===== src/rtl/unaligned_store_sequencer.sv =====
// Store sequencer in front of the data memory write port: forwards SW/SH/SB as a
// single registered write and splits SWL/SWR into per-byte writes (big-endian).
`ifndef DATA_TYPE_WORD
`define DATA_TYPE_WORD  3'd0
`endif
`ifndef DATA_TYPE_HALF
`define DATA_TYPE_HALF  3'd1
`endif
`ifndef DATA_TYPE_BYTE
`define DATA_TYPE_BYTE  3'd2
`endif
`ifndef DATA_TYPE_WORDL
`define DATA_TYPE_WORDL 3'd3
`endif
`ifndef DATA_TYPE_WORDR
`define DATA_TYPE_WORDR 3'd4
`endif

module unaligned_store_sequencer #(
  parameter int ADDR_W = 14,
  parameter int DATA_W = 32
) (
  input  logic              clk,
  input  logic              rst,
  input  logic              req_valid,
  output logic              req_ready,
  input  logic [2:0]        req_type,
  input  logic [ADDR_W-1:0] req_addr,
  input  logic [DATA_W-1:0] req_rt,
  output logic              mem_write,
  output logic [ADDR_W-1:0] mem_addr,
  output logic [DATA_W-1:0] mem_wdata,
  output logic [2:0]        mem_type,
  output logic              stall,
  output logic              done
);

  typedef enum logic {IDLE, EMIT} state_e;

  state_e            state_q, state_d;
  logic [1:0]        beats_q, beats_d;
  logic [ADDR_W-1:0] addr_q, addr_d;
  logic [DATA_W-1:0] sr_q, sr_d;
  logic [2:0]        type_q, type_d;
  logic              seq_q, seq_d;
  logic [1:0]        a;
  logic              accept;

  assign a         = req_addr[1:0];
  assign req_ready = (state_q == IDLE) || (beats_q == 2'd0);
  assign accept    = req_valid && req_ready;

  // Sequenced beats carry their byte at the top of the shift register.
  assign mem_write = (state_q == EMIT);
  assign mem_addr  = addr_q;
  assign mem_wdata = seq_q ? {{(DATA_W-8){1'b0}}, sr_q[DATA_W-1 -: 8]} : sr_q;
  assign mem_type  = type_q;
  assign stall     = (state_q == EMIT) && (beats_q != 2'd0);
  assign done      = (state_q == EMIT) && (beats_q == 2'd0);

  always_comb begin
    state_d = state_q;
    beats_d = beats_q;
    addr_d  = addr_q;
    sr_d    = sr_q;
    type_d  = type_q;
    seq_d   = seq_q;
    if (accept) begin
      state_d = EMIT;
      beats_d = 2'd0;
      addr_d  = req_addr;
      sr_d    = req_rt;
      type_d  = `DATA_TYPE_WORD;
      seq_d   = 1'b0;
      case (req_type)
        `DATA_TYPE_HALF, `DATA_TYPE_BYTE: type_d = req_type;
        `DATA_TYPE_WORDL: begin
          if (a != 2'd0) begin
            type_d  = `DATA_TYPE_BYTE;
            seq_d   = 1'b1;
            beats_d = ~a;
          end
        end
        `DATA_TYPE_WORDR: begin
          addr_d = req_addr - ADDR_W'(a);
          if (a != 2'd3) begin
            // Align byte rt[8a+7:8a] to the top so the shift emits it first.
            sr_d    = req_rt << {~a, 3'b000};
            type_d  = `DATA_TYPE_BYTE;
            seq_d   = 1'b1;
            beats_d = a;
          end
        end
        default: ;
      endcase
    end else if (state_q == EMIT) begin
      if (beats_q != 2'd0) begin
        beats_d = beats_q - 2'd1;
        addr_d  = addr_q + ADDR_W'(1);
        sr_d    = sr_q << 8;
      end else begin
        state_d = IDLE;
      end
    end
  end

  always_ff @(posedge clk or posedge rst) begin
    if (rst) begin
      state_q <= IDLE;
      beats_q <= 2'd0;
      addr_q  <= '0;
      sr_q    <= '0;
      type_q  <= `DATA_TYPE_WORD;
      seq_q   <= 1'b0;
    end else begin
      state_q <= state_d;
      beats_q <= beats_d;
      addr_q  <= addr_d;
      sr_q    <= sr_d;
      type_q  <= type_d;
      seq_q   <= seq_d;
    end
  end

endmodule


===== config.mk =====
export PLATFORM = sky130hd
export DESIGN_NAME = unaligned_store_sequencer
export DESIGN_NICKNAME = d
export VERILOG_FILES = /design/src/rtl/unaligned_store_sequencer.sv
export SDC_FILE = /design/constraint.sdc
export NUM_CORES = 1
export LEC_CHECK = 0
export ABC_AREA = 1
export CORE_MARGIN = 4
export CORE_UTILIZATION = 29
export DETAILED_ROUTE_END_ITERATION = 12
export SYNTH_ARGS = -nofsm -noshare
export SYNTH_HDL_FRONTEND = slang
export SYNTH_SLANG_ARGS = --single-unit

===== constraint.sdc =====
create_clock -name clk -period 3.3 [get_ports clk]
set_input_delay 0.495 -clock clk [delete_from_list [all_inputs] [get_ports clk]]
set_output_delay 0.495 -clock clk [all_outputs]
set_load 0.01 [all_outputs]

## Word-level counts from Yosys, hierarchy flattened

Cells that the tools add are included.

- Flip-flop bits (word level): 53
- Output and inout bits: 53
- Word-level logic and storage cells: 53
- Bits of input ports: 52

- Reductions and logical operators: 11
- Bitwise logic cells: 2
- Eq/ne operators: 5
- Mux-type cells: 25
- Shifts and indexed selects: 1
- $add $sub $neg: 3

Operators by type and width:

| kind | number |
|---|---|
| $mux 32 | 6 |
| $mux 14 | 4 |
| $shl 32x5->32 | 1 |
| $add 14x1->14 const B | 1 |
| $mux 2 | 7 |
| $sub 14x2->14 | 1 |
| $pmux 3 s3 | 1 |
| $reduce_bool 2->1 | 4 |
| $eq 3x2->1 const B | 2 |
| $mux 1 | 5 |
| $pmux 2 s2 | 1 |
| $eq 3x1->1 const B | 1 |
| $eq 3x3->1 const B | 1 |
| $logic_and 1x1->1 | 3 |
| $logic_not 2->1 | 1 |
| $ne 2x2->1 const B | 1 |
| $not 2->2 | 1 |
| $pmux 1 s2 | 1 |
| $reduce_and 2->1 | 1 |
| $reduce_or 2->1 | 1 |
| $sub 2x1->2 const B | 1 |
| $logic_or 1x1->1 | 1 |
| $not 1->1 | 1 |

## Logic depth before layout (Yosys ltp)

Gate-level depths: netlist (run 1).

- Depth after elaboration: 5
- Depth in mapped cells: 10
- Depth with buffers taken out: 10

## Worst setup path after synthesis (run 1)

Ideal clock, no wire load.

- Path type: register -> output
- Start point: register beats_q[0]
- End point: output stall
- Cell stages (with the launch flop): 8
- Required time: 2.805 ns
- Slack: 1.646 ns
- Arrival time: 1.159 ns
- Cells stage by stage: dfrtp_1 > inv_1 > ha_1 > inv_1 > nand2_2 > inv_1 > buf_2 > buf_2

- Cells in the longest elaborated chain, start to end: 2

RTL lines:

| item | RTL line | source |
|---|---|---|
| start: declaration | 41 | `logic [1:0] beats_q, beats_d;` |
| start signal: assignment | 117 | `beats_q <= beats_d;` |
| $reduce_bool 2->1 | 58 | `assign stall = (state_q == EMIT) && (beats_q != 2'd0);` |
| $logic_and 1x1->1 | 58 |  |
| end: declaration | 34 | `output logic stall,` |

No other way between the ends.

## Worst setup path in the final report (run 1)

Same ends and word-level chain as after synthesis.

==> report_table.html, run 1 <==
<table>
<tr><th>Metric</th><th>Value</th></tr>
<tr><th colspan="2">Clock network</th></tr>
<tr><td>Deepest clock path buffer count</td><td>2</td></tr>
<tr><td>Insertion delay to the later sink of the worst-skew pair</td><td>0.29 ns</td></tr>
<tr><td>Number of CTS-inserted buffers</td><td>5</td></tr>
<tr><td>Hold buffers post-CTS</td><td>0</td></tr>
<tr><td>H-Tree Level Count</td><td>2</td></tr>
<tr><td>Cell at the root of the clock tree</td><td>clkbuf_16</td></tr>
<tr><td>Postcts setup bufs</td><td>0</td></tr>
<tr><td>TritonCTS clock tree</td><td>built</td></tr>
<tr><td>Sink Count</td><td>53</td></tr>
<tr><td>Post-cts gate resize count</td><td>0</td></tr>
<tr><td>Clock transition at path regs</td><td>0.07 ns</td></tr>
<tr><th colspan="2">Route</th></tr>
<tr><td>Via density</td><td>4.972</td></tr>
<tr><td>Number of nets with antenna violations after detailed routing</td><td>0</td></tr>
<tr><td>Number of remaining DRC errors</td><td>0</td></tr>
<tr><td>Number of iterations in the first detailed-routing pass</td><td>5</td></tr>
<tr><td>Routed Wire Length</td><td>11.22 mm</td></tr>
<tr><td>Routed wire per std cell</td><td>15.21 um</td></tr>
<tr><td>Iteration-0 DRC Markers</td><td>285</td></tr>
<tr><td>Detailed-route via count</td><td>3669</td></tr>
<tr><th colspan="2">Setup path</th></tr>
<tr><td>Worst-path maximum fanout</td><td>5</td></tr>
<tr><td>Sort of element at the end of the critical path</td><td>output port</td></tr>
<tr><td>Arrival time worst endpoint</td><td>1.84 ns</td></tr>
<tr><td>CP required</td><td>2.80 ns</td></tr>
<tr><td>Crit start category</td><td>register</td></tr>
<tr><td>Worst setup path category</td><td>reg -&gt; out</td></tr>
<tr><th colspan="2">Status</th></tr>
<tr><td>Status</td><td>finished, final reports clean</td></tr>
<tr><th colspan="2">Layout</th></tr>
<tr><td>Number of diodes</td><td>0</td></tr>
<tr><td>Fraction of final layout cells with drive strength greater than 1</td><td>5.210%</td></tr>
<tr><td>Area added between synthesis and finish</td><td>37.39%</td></tr>
<tr><td>Layout filler cell count</td><td>1179</td></tr>
<tr><td>Final Net Count</td><td>648</td></tr>
<tr><td>Final core occ</td><td>41.07%</td></tr>
<tr><th colspan="2">Floorplan</th></tr>
<tr><td>Placeable Area</td><td>11560 sq um</td></tr>
<tr><td>Starting density of the core</td><td>29.89%</td></tr>
<tr><td>Count of pins on the block boundary</td><td>105</td></tr>
<tr><td>Die Ht</td><td>117.2 um</td></tr>
<tr><td>Full die area</td><td>13730 sq um</td></tr>
<tr><td>Die span in x</td><td>117.2 um</td></tr>
<tr><td>Num rows</td><td>39</td></tr>
<tr><th colspan="2">Synthesis</th></tr>
<tr><td>Prevailing post-synth register cell</td><td>dfrtp_1</td></tr>
<tr><td>Mapped Nets</td><td>555</td></tr>
<tr><td>Async S/R FF share, synth</td><td>100.0%</td></tr>
<tr><td>Flops &amp; latches, synth</td><td>53</td></tr>
<tr><td>Synthesis Warnings</td><td>0</td></tr>
<tr><td>Number of instances in the synthesized netlist</td><td>501</td></tr>
<tr><td>Number of distinct library cell variants in the gate-level netlist after synthesis</td><td>35</td></tr>
<tr><td>Sequential share of the synthesized area</td><td>38.36%</td></tr>
<tr><td>Per-instance average area after synthesis</td><td>6.900 sq um</td></tr>
<tr><td>Post-Syn Area</td><td>3457 sq um</td></tr>
<tr><td>Number of enable-type register cells in the synthesized netlist</td><td>0</td></tr>
<tr><th colspan="2">Job</th></tr>
<tr><td>Total of max-cap violations</td><td>0</td></tr>
<tr><th colspan="2">STA</th></tr>
<tr><td>Setup violations, final</td><td>0</td></tr>
<tr><td>Final Skew</td><td>0.01116 ns</td></tr>
<tr><td>Post-route worst setup slack</td><td>0.9663 ns</td></tr>
<tr><td>Max Fclk</td><td>428.5 MHz</td></tr>
<tr><td>Ratio of final minimum period to clock period</td><td>70.72%</td></tr>
<tr><td>Number of hold violations in the final report</td><td>0</td></tr>
<tr><td>Slew headroom</td><td>50.69%</td></tr>
<tr><td>RSZ-0062 raised after global routing</td><td>no</td></tr>
<tr><td>Pins Over Slew Limit</td><td>0</td></tr>
<tr><td>Slew of the pin with the lowest slew margin</td><td>0.7378 ns</td></tr>
<tr><td>Sum Neg Setup Slack</td><td>0 ns</td></tr>
<tr><td>Final min period</td><td>2.334 ns</td></tr>
<tr><th colspan="2">Power and ir drop</th></tr>
<tr><td>Power density normalized to cell area</td><td>827.9 nW/um^2</td></tr>
<tr><td>Standby leakage power</td><td>0.002149 uW</td></tr>
<tr><td>Maximum resistive drop on vdd</td><td>0.3594 mV</td></tr>
<tr><th colspan="2">Placement</th></tr>
<tr><td>Placer congestion estimate</td><td>0.8398</td></tr>
<tr><td>Post-detail-place hpwl</td><td>8.187 mm</td></tr>
<tr><td>Post-Place Worst Slack</td><td>0.8255 ns</td></tr>
<tr><td>Number of port buffers</td><td>104</td></tr>
<tr><th colspan="2">Min path</th></tr>
<tr><td>Classification of the worst-slack hold path</td><td>reg -&gt; reg</td></tr>
<tr><th colspan="2">GRT</th></tr>
<tr><td>Wire length of the first global-routing pass</td><td>18.33 mm</td></tr>
<tr><td>Largest net degree at the start of global routing</td><td>44</td></tr>
<tr><td>Number of antenna violations at the first check in global routing</td><td>0</td></tr>
<tr><td>Overflow left after global routing</td><td>0</td></tr>
<tr><td>Global-route total usage across every layer</td><td>16.87%</td></tr>
<tr><td>Vias in the first global route</td><td>3596</td></tr>
</table>
## worst paths after layout
| check | from | end | slack (ns) | cells past startpoint |
|---|---|---|---|---|
| max | beats_q[0] | stall | 0.97 | 6 |
| max reg2reg | beats_q[0] | sr_q[19] | 1.10 | 9 |
| min in group asynchronous | rst | sr_q[21] | 0.56 | 2 |
| min reg2reg | mem_type[2] | mem_type[2] | 0.49 | 2 |
| min | mem_type[2] | mem_type[2] | 0.49 | 2 |
| max in group asynchronous | rst | mem_addr[1] | 2.10 | 3 |
## routing by layer
layer | global-route usage (%) | part of all wire (%) | vias up
met3 | 2.416 | 5.7 | 6
met1 | 22.63 | 45 | 1711
met4 | 4.434 | 0.76 | 0
li1 | - | - | 1822
met2 | 28.54 | 49 | 130
met5 | 0 | 0 | -
## per-stage QoR
step / area (sq um) / hold WS [ns] / instances / power (uW)
2_1_floorplan: 3457 / 0.4652 / 501 / 2336
3_3_place_gp: 4582 / 0.4717 / 730 / 3317
3_5_place_dp: 4582 / 0.4846 / 730 / 3350
4_1_cts: 4750 / 0.4991 / 738 / 3971
5_1_grt: 4750 / 0.5135 / 738 / 4268
6_report: 4750 / 0.4919 / 738 / 3932
## synth_stat cells (all sizes together), types with 4 or more instances
cell     count  share of area, %
o22ai       17               3.1
nand2      117                13
o21ai       49               7.1
inv         73               8.1
dfrtp       53                38
buf         21               4.1
o21bai      11               2.4
nor2        61               7.1
a21oi        8               1.2
nand3       51               7.5
o211ai       4              0.87
clkbuf       6              0.65
or2          5              0.90
nand4        5              0.90
o2111ai      8               2.0
## report_power, final
| group | switching [uW] | internal, uW | total, uW | leakage (uW) |
|---|---|---|---|---|
| Sequential | 219 | 937 | 1160 | 0.000653 |
| Combinational | 1180 | 992 | 2180 | 0.00142 |
| Clock | 241 | 360 | 602 | 0.0000810 |
## sequential cells by signal, summed over array words and instances, names as in the netlist
register	cells
sr_q	32
mem_type	3
mem_addr	14
seq_q	1
beats_q	2
mem_write	1
## worst max-delay path, stage by stage (launching register included)
cell             delay [ns]
dfrtp_1                0.38
inv_1                  0.05
ha_1                   0.23
inv_1                  0.08
nand2_2                0.15
inv_1                  0.12
clkdlybuf4s50_1        0.55
## layout by cell type, fill, tap and decap left out, types with 2 or more instances in the layout
cell type / instances
nor2_1: 58
o211ai_1: 4
or2_1: 2
dfrtp_1: 53
ha_1: 2
o21ai_1: 2
nand2_1: 113
nand4_1: 5
clkbuf_16: 5
buf_4: 9
o21ai_0: 47
a21oi_1: 8
o21bai_1: 11
o22ai_1: 17
o2111ai_1: 8
nand2_2: 3
nor3_1: 3
nor2_4: 2
a31oi_1: 2
inv_1: 68
nand3_1: 50
inv_2: 4
or2_2: 2
clkdlybuf4s50_1: 104
## cells by family (layout without fill, tap and decap cells)
group | count (synthesis) | in the layout | synth area share (%)
compound gates | 102 | 102 | 17.66
xor+xnor | 1 | 1 | 0.2534
fa+ha+maj | 2 | 2 | 0.7237
buf+inv | 100 | 194 | 12.78
flops | 53 | 53 | 38.36
simple gates | 243 | 243 | 30.22
## layout make-up
| cell class | instances | area, sq um | area share [%] |
|---|---|---|---|
| Multi-Input combinational cell | 348 | 1689 | 35.56 |
| Inverter | 73 | 279.0 | 5.875 |
| Clock inverter | 2 | 38.79 | 0.8166 |
| Tap cell | 143 | 178.9 | 3.767 |
| Clock buffer | 6 | 128.9 | 2.713 |
| Sequential cell | 53 | 1326 | 27.92 |
| Timing Repair Buffer | 113 | 1109 | 23.34 |
Power figures use the tool's default switching activity.
==> run 2: changes to the inputs <==
- clock period: 3.3 -> 2.3 ns (I/O delays scaled with it)
==> run 2 against run 1 <==
  * Clock power rose by 47%
  * Wire length rose by 0.95%
  * Sequential share of layout area fell by 0.60 points
  * Non-clock buffer count rose by 10
  * Cell count rose by 1.4%
  * Highest routed layer unchanged
==> report_table.html, run 2 (synthesis gave the netlist of run 1 again) <==
<table>
<tr><th>Metric</th><th>Value</th></tr>
<tr><th colspan="2">STA</th></tr>
<tr><td>Final Skew</td><td>0.01148 ns (+0.0003204 ns)</td></tr>
<tr><td>Slew headroom</td><td>59.91% (+9.2 points)</td></tr>
<tr><td>Number of hold violations in the final report</td><td>0 (unchanged)</td></tr>
<tr><td>Setup violations, final</td><td>0 (unchanged)</td></tr>
<tr><td>Final min period</td><td>2.081 ns</td></tr>
<tr><td>RSZ-0062 raised after global routing</td><td>no</td></tr>
<tr><td>Post-route worst setup slack</td><td>0.2195 ns (-0.7469 ns)</td></tr>
<tr><td>Ratio of final minimum period to clock period</td><td>90.46%</td></tr>
<tr><td>Max Fclk</td><td>480.6 MHz</td></tr>
<tr><td>Sum Neg Setup Slack</td><td>0 ns (unchanged)</td></tr>
<tr><td>Pins Over Slew Limit</td><td>0 (unchanged)</td></tr>
<tr><td>Slew of the pin with the lowest slew margin</td><td>0.6005 ns (-0.1373 ns)</td></tr>
<tr><th colspan="2">GRT</th></tr>
<tr><td>Number of antenna violations at the first check in global routing</td><td>0 (unchanged)</td></tr>
<tr><td>Largest net degree at the start of global routing</td><td>42 (-4.5%)</td></tr>
<tr><td>Vias in the first global route</td><td>3728 (+3.7%)</td></tr>
<tr><td>Wire length of the first global-routing pass</td><td>18.31 mm (-0.11%)</td></tr>
<tr><td>Overflow left after global routing</td><td>0 (unchanged)</td></tr>
<tr><td>Global-route total usage across every layer</td><td>16.61% (-0.27 points)</td></tr>
<tr><th colspan="2">Clock network</th></tr>
<tr><td>TritonCTS clock tree</td><td>built</td></tr>
<tr><td>Cell at the root of the clock tree</td><td>clkbuf_16</td></tr>
<tr><td>Insertion delay to the later sink of the worst-skew pair</td><td>0.29 ns (about the same)</td></tr>
<tr><td>Post-cts gate resize count</td><td>0 (unchanged)</td></tr>
<tr><td>Number of CTS-inserted buffers</td><td>5 (unchanged)</td></tr>
<tr><td>Hold buffers post-CTS</td><td>0 (unchanged)</td></tr>
<tr><td>Deepest clock path buffer count</td><td>2 (unchanged)</td></tr>
<tr><td>Sink Count</td><td>53 (unchanged)</td></tr>
<tr><td>Clock transition at path regs</td><td>0.07 ns (about the same)</td></tr>
<tr><td>Postcts setup bufs</td><td>0 (unchanged)</td></tr>
<tr><td>H-Tree Level Count</td><td>2 (unchanged)</td></tr>
<tr><th colspan="2">Placement</th></tr>
<tr><td>Post-Place Worst Slack</td><td>0.3599 ns (-0.4656 ns)</td></tr>
<tr><td>Post-detail-place hpwl</td><td>8.477 mm (+3.6%)</td></tr>
<tr><td>Placer congestion estimate</td><td>0.9094 (+8.3%)</td></tr>
<tr><td>Number of port buffers</td><td>104 (unchanged)</td></tr>
<tr><th colspan="2">Power and ir drop</th></tr>
<tr><td>Standby leakage power</td><td>0.002209 uW (+2.8%)</td></tr>
<tr><td>Maximum resistive drop on vdd</td><td>0.5270 mV (+47%)</td></tr>
<tr><td>Power density normalized to cell area</td><td>1181 nW/um^2 (+43%)</td></tr>
<tr><th colspan="2">Layout</th></tr>
<tr><td>Area occupied by multi-input gates</td><td>1689 sq um (unchanged)</td></tr>
<tr><td>Fraction of final layout cells with drive strength greater than 1</td><td>6.777% (+1.6 points)</td></tr>
<tr><td>Register ranked first by flip-flop count</td><td>sr_q</td></tr>
<tr><td>Number of diodes</td><td>0 (unchanged)</td></tr>
<tr><td>Commonest non-fill, non-tap cell in the layout</td><td>nand2_1</td></tr>
<tr><td>Footprint of the flip-flops and latches</td><td>1326 sq um (unchanged)</td></tr>
<tr><td>Most used cells in the layout excluding fill and tap cells</td><td>nand2_1, clkdlybuf4s50_1, inv_1</td></tr>
<tr><td>Flip-flop count of the largest register after layout</td><td>32 (unchanged)</td></tr>
<tr><td>Final Net Count</td><td>658 (+1.5%)</td></tr>
<tr><td>Layout filler cell count</td><td>1178 (-0.085%)</td></tr>
<tr><td>Area added between synthesis and finish</td><td>40.43%</td></tr>
<tr><th colspan="2">Route</th></tr>
<tr><td>Met2 layer wire length in the routed design</td><td>5.498 mm (+0.29%)</td></tr>
<tr><td>Top metal layer carrying routed signals</td><td>met4</td></tr>
<tr><td>Routed metal-1 wirelength</td><td>5.090 mm (+1.4%)</td></tr>
<tr><td>Number of iterations in the first detailed-routing pass</td><td>4 (-1)</td></tr>
<tr><td>Number of nets with antenna violations after detailed routing</td><td>0 (unchanged)</td></tr>
<tr><td>Number of remaining DRC errors</td><td>0 (unchanged)</td></tr>
<tr><td>Iteration-0 DRC Markers</td><td>195 (-32%)</td></tr>
<tr><td>Detailed-route via count</td><td>3706 (+1.0%)</td></tr>
<tr><td>Routed wire per std cell</td><td>15.15 um (-0.40%)</td></tr>
<tr><td>Via density</td><td>4.955 (-0.34%)</td></tr>
<tr><td>Met3 routed wirelength</td><td>593 um (-7.2%)</td></tr>
<tr><td>Routed Wire Length</td><td>11.33 mm (+0.95%)</td></tr>
<tr><th colspan="2">Setup path</th></tr>
<tr><td>Peak per-stage delay on the critical path</td><td>0.57 ns (+0.02 ns)</td></tr>
<tr><td>Cell repeated most along the worst path</td><td>inv_1</td></tr>
<tr><td>Sort of element at the end of the critical path</td><td>output port</td></tr>
<tr><td>Worst-path maximum fanout</td><td>4 (-1)</td></tr>
<tr><td>Crit start category</td><td>register</td></tr>
<tr><td>CP required</td><td>1.96 ns (-0.84 ns)</td></tr>
<tr><td>Critical path buffer and inverter count</td><td>4 (unchanged)</td></tr>
<tr><td>Worst setup path category</td><td>reg -&gt; out</td></tr>
<tr><td>Cell family with most CP delay</td><td>buffers and inverters</td></tr>
<tr><td>Arrival time worst endpoint</td><td>1.74 ns (-0.10 ns)</td></tr>
<tr><td>Slowest-stage cell, CP</td><td>clkdlybuf4s50_1</td></tr>
<tr><td>CP cell instances</td><td>inv_1 -&gt; ha_1 -&gt; inv_1 -&gt; nand2_2 -&gt; inv_1 -&gt; clkdlybuf4s50_1</td></tr>
<tr><th colspan="2">Job</th></tr>
<tr><td>Total of max-cap violations</td><td>0 (unchanged)</td></tr>
<tr><th colspan="2">Floorplan</th></tr>
<tr><td>Num rows</td><td>39 (unchanged)</td></tr>
<tr><td>Starting density of the core</td><td>29.89% (unchanged)</td></tr>
<tr><td>Full die area</td><td>13730 sq um (unchanged)</td></tr>
<tr><td>Placeable Area</td><td>11560 sq um (unchanged)</td></tr>
<tr><td>Die Ht</td><td>117.2 um (unchanged)</td></tr>
<tr><td>Count of pins on the block boundary</td><td>105 (unchanged)</td></tr>
<tr><td>Die span in x</td><td>117.2 um (unchanged)</td></tr>
<tr><th colspan="2">Min path</th></tr>
<tr><td>Classification of the worst-slack hold path</td><td>in -&gt; async</td></tr>
<tr><th colspan="2">Status</th></tr>
<tr><td>Status</td><td>finished, final reports clean</td></tr>
</table>
-- run 2: cell count changes in the layout (fill, tap and decap cells not counted), sizes merged --
cell	before	now
clkbuf	6	7
buf	9	19
clkinv	1	0
-- run 2: through the flow --
step | utilization (%) | hold slack [ns] | cells | total power [uW] | instance area, sq um
final | 41.98 | 0.4543 | 748 | 5732 | 4855
after global routing | 41.98 | 0.5074 | 748 | 6196 | 4855
after CTS | 41.98 | 0.4900 | 748 | 5790 | 4855
after detailed placement | 40.48 | 0.4796 | 740 | 4877 | 4682
after global placement | 40.48 | 0.4690 | 740 | 4842 | 4682
after floorplan | - | 0.4421 | 501 | 3352 | 3457
-- run 2: worst paths after layout --
kind	start	end	slack, ns	cells after the start
setup / recovery	beats_q[0]	stall	0.22	6
hold reg to reg	mem_type[0]	mem_type[0]	0.49	2
max in group asynchronous	rst	beats_q[1]	1.27	3
setup reg to reg	beats_q[0]	mem_addr[13]	0.44	10
hold / removal	rst	sr_q[5]	0.45	2
min in group clk	mem_type[0]	mem_type[0]	0.49	2
-- run 2: cell type report --
| class | instances | area share (%) |
|---|---|---|
| clock buffer | 7 | 2.938 |
| clock inverter | 1 | 0.6186 |
| inverter | 73 | 5.747 |
| multi-input combinational | 348 | 34.79 |
| sequential | 53 | 27.32 |
| tap | 143 | 3.686 |
| timing repair buffer | 123 | 24.90 |
-- run 2: worst register-to-register path: stages, from the launching register on --
cell     delay (ns)
dfrtp_1        0.40
inv_1          0.07
ha_1           0.16
inv_1          0.05
nand2_2        0.09
buf_4          0.21
nand2_2        0.19
inv_1          0.38
nor2_1         0.10
nand2_1        0.08
nand2_1        0.04
-- run 2: routing by layer --
layer | GRT usage, % | vias up
met2 | 27.90 | 134
met5 | 0 | -
met1 | 22.60 | 1725
met3 | 2.159 | 13
li1 | - | 1834
met4 | 4.281 | 0
-- run 2: power by group --
part	internal (uW)	switching [uW]	leakage, uW
registers	1340	326	0.000653
clock network	545	342	0.0000841
logic	1490	1690	0.00147
total	3380	2360	0.00221
==> run 3: changes to the inputs <==
- CORE_UTILIZATION: 29 -> 48
- MAX_ROUTING_LAYER: default -> met4
- PLACE_DENSITY: default -> 0.82
==> run 3 against run 2 <==
  * Sequential power about the same
  * Sequential share of layout area increased by 0.71 points
  * Wire length decreased by 6.2%
  * Via count increased by 2.8%
  * Fmax decreased by 4.8%
==> report_table.html, run 3 (synthesis gave the netlist of run 1 again) <==
<table>
<tr><th>Metric</th><th>Value</th></tr>
<tr><th colspan="2">Status</th></tr>
<tr><td>Status</td><td>finished, final reports clean</td></tr>
<tr><th colspan="2">STA</th></tr>
<tr><td>RSZ-0062 raised after global routing</td><td>no</td></tr>
<tr><td>Number of hold violations in the final report</td><td>0 (unchanged)</td></tr>
<tr><td>Pins Over Slew Limit</td><td>0 (unchanged)</td></tr>
<tr><td>Final min period</td><td>2.187 ns (+0.1060 ns)</td></tr>
<tr><td>Ratio of final minimum period to clock period</td><td>95.07% (+4.6 points)</td></tr>
<tr><td>Setup violations, final</td><td>0 (unchanged)</td></tr>
<tr><td>Final Skew</td><td>0.006245 ns (-0.005236 ns)</td></tr>
<tr><td>Max Fclk</td><td>457.3 MHz (-4.8%)</td></tr>
<tr><td>Sum Neg Setup Slack</td><td>0 ns (unchanged)</td></tr>
<tr><td>Slew of the pin with the lowest slew margin</td><td>0.4733 ns (-0.1272 ns)</td></tr>
<tr><td>Slew headroom</td><td>68.41% (+8.5 points)</td></tr>
<tr><th colspan="2">Layout</th></tr>
<tr><td>Commonest non-fill, non-tap cell in the layout</td><td>nand2_1</td></tr>
<tr><td>Register ranked first by flip-flop count</td><td>sr_q</td></tr>
<tr><td>Flip-flop count of the largest register after layout</td><td>32 (unchanged)</td></tr>
<tr><td>Number of diodes</td><td>0 (unchanged)</td></tr>
<tr><td>Final cell count without fillers</td><td>699 (-6.6%)</td></tr>
<tr><td>Area added between synthesis and finish</td><td>36.88%</td></tr>
<tr><td>Fraction of final layout cells with drive strength greater than 1</td><td>6.468% (-0.31 points)</td></tr>
<tr><td>Most used cells in the layout excluding fill and tap cells</td><td>nand2_1, clkdlybuf4s50_1, inv_1</td></tr>
<tr><td>Final Net Count</td><td>657 (-0.15%)</td></tr>
<tr><th colspan="2">Clock network</th></tr>
<tr><td>H-Tree Level Count</td><td>2 (unchanged)</td></tr>
<tr><td>Deepest clock path buffer count</td><td>2 (unchanged)</td></tr>
<tr><td>Cell at the root of the clock tree</td><td>clkbuf_8</td></tr>
<tr><td>Insertion delay to the later sink of the worst-skew pair</td><td>0.30 ns (about the same)</td></tr>
<tr><td>Hold buffers post-CTS</td><td>0 (unchanged)</td></tr>
<tr><td>Number of CTS-inserted buffers</td><td>5 (unchanged)</td></tr>
<tr><td>Sink Count</td><td>53 (unchanged)</td></tr>
<tr><td>TritonCTS clock tree</td><td>built</td></tr>
<tr><td>Clock transition at path regs</td><td>0.09 ns (+0.02 ns)</td></tr>
<tr><th colspan="2">Floorplan</th></tr>
<tr><td>Die span in x</td><td>92.87 um (-21%)</td></tr>
<tr><td>Full die area</td><td>8624 sq um (-37%)</td></tr>
<tr><td>Die Ht</td><td>92.87 um (-21%)</td></tr>
<tr><td>Count of pins on the block boundary</td><td>105 (unchanged)</td></tr>
<tr><td>Starting density of the core</td><td>50.05% (+20 points)</td></tr>
<tr><td>Num rows</td><td>30 (-23%)</td></tr>
<tr><td>Placeable Area</td><td>6907 sq um (-40%)</td></tr>
<tr><th colspan="2">GRT</th></tr>
<tr><td>Wire length of the first global-routing pass</td><td>17.44 mm (-4.7%)</td></tr>
<tr><td>Global-route total usage across every layer</td><td>25.69% (+9.1 points)</td></tr>
<tr><td>Vias in the first global route</td><td>3625 (-2.8%)</td></tr>
<tr><td>Number of antenna violations at the first check in global routing</td><td>0 (unchanged)</td></tr>
<tr><td>Overflow left after global routing</td><td>0 (unchanged)</td></tr>
<tr><td>Largest net degree at the start of global routing</td><td>48 (+14%)</td></tr>
<tr><th colspan="2">Setup path</th></tr>
<tr><td>Crit start category</td><td>register</td></tr>
<tr><td>Sort of element at the end of the critical path</td><td>output port</td></tr>
<tr><td>Worst setup path category</td><td>reg -&gt; out</td></tr>
<tr><td>CP required</td><td>1.96 ns (about the same)</td></tr>
<tr><td>Worst-path maximum fanout</td><td>10 (+6)</td></tr>
<tr><td>Arrival time worst endpoint</td><td>1.84 ns (+0.10 ns)</td></tr>
<tr><th colspan="2">Placement</th></tr>
<tr><td>Number of port buffers</td><td>104 (unchanged)</td></tr>
<tr><td>Number of placed instances, taps included</td><td>687 (-7.2%)</td></tr>
<tr><td>Post-detail-place hpwl</td><td>7.697 mm (-9.2%)</td></tr>
<tr><td>Placer congestion estimate</td><td>0.8803 (-3.2%)</td></tr>
<tr><th colspan="2">Route</th></tr>
<tr><td>Detailed-route via count</td><td>3810 (+2.8%)</td></tr>
<tr><td>Routed Wire Length</td><td>10.63 mm (-6.2%)</td></tr>
<tr><td>Routed wire per std cell</td><td>15.21 um (+0.43%)</td></tr>
<tr><td>Iteration-0 DRC Markers</td><td>332 (+70%)</td></tr>
<tr><td>Number of nets with antenna violations after detailed routing</td><td>0 (unchanged)</td></tr>
<tr><td>Number of remaining DRC errors</td><td>0 (unchanged)</td></tr>
<tr><td>Via density</td><td>5.451 (+10%)</td></tr>
<tr><td>Number of iterations in the first detailed-routing pass</td><td>7 (+3)</td></tr>
<tr><th colspan="2">Job</th></tr>
<tr><td>Total of max-cap violations</td><td>0 (unchanged)</td></tr>
<tr><th colspan="2">Power and ir drop</th></tr>
<tr><td>Power density normalized to cell area</td><td>1154 nW/um^2 (-2.3%)</td></tr>
<tr><td>Maximum resistive drop on vdd</td><td>0.5874 mV (+11%)</td></tr>
<tr><td>Standby leakage power</td><td>0.002176 uW (-1.5%)</td></tr>
<tr><td>Total power of the final layout</td><td>5459 uW (-4.8%)</td></tr>
<tr><th colspan="2">Min path</th></tr>
<tr><td>Classification of the worst-slack hold path</td><td>in -&gt; async</td></tr>
</table>
## run 3: timing repair
item | 4_1_cts | 5_1_grt
pin swaps | 0 | 1
endpoints found under the setup margin | 1 | 1
cloned | 0 | 0
gates resized for setup | 1 | 0
setup buffers | 0 | 5
## run 3: final timing paths
kind                             startpoint  slack, ns  cells after the start           end
min in group clk                mem_type[0]       0.50                      2   mem_type[0]
worst max-delay path             beats_q[0]       0.11                      6         stall
worst min register to register  mem_type[0]       0.50                      2   mem_type[0]
max in group asynchronous               rst       1.42                      3       sr_q[7]
worst min-delay path                    rst       0.34                      2       sr_q[5]
worst max register to register   beats_q[0]       0.26                     10  mem_addr[13]
## run 3: stage by stage
step                      setup slack (ns)  cell area, sq um  util (%)  hold slack (ns)
after CTS                          0.07507              4695     67.97           0.3505
final                               0.1134              4732     68.51           0.3373
after global placement              0.2656              4603     66.65           0.4746
after floorplan                     0.6688              3457         -           0.4421
after global routing               0.03496              4732     68.51           0.3637
after detailed placement            0.2414              4603     66.65           0.4694
## run 3: final cells by class
class,count,area [sq um]
multi-input combinational,348,1694
timing repair buffer,122,1226
tap,96,120.1
fill,591,2175
inverter,73,279.0
clock buffer,7,86.33
sequential,53,1326
## run 3: worst max-delay path, stage by stage (launching register included)
cell             delay [ns]
dfrtp_1                0.40
inv_1                  0.06
ha_1                   0.22
inv_1                  0.10
nand2_4                0.11
inv_1                  0.10
clkdlybuf4s50_1        0.54
## run 3: routing by layer
layer	vias to the layer above	wire length, um	share of wire [%]	track usage [%]
met5	-	0	0	-
met3	21	702	6.6	3.493
met1	1762	4407	41	33.08
met4	0	221	2.1	9.158
li1	1831	-	-	-
met2	196	5304	50	41.63
## run 3: where the power goes
part | total (uW) | switching, uW | internal, uW
sequential | 1660 | 318 | 1340
clock | 541 | 301 | 240
combinational | 3260 | 1710 | 1550
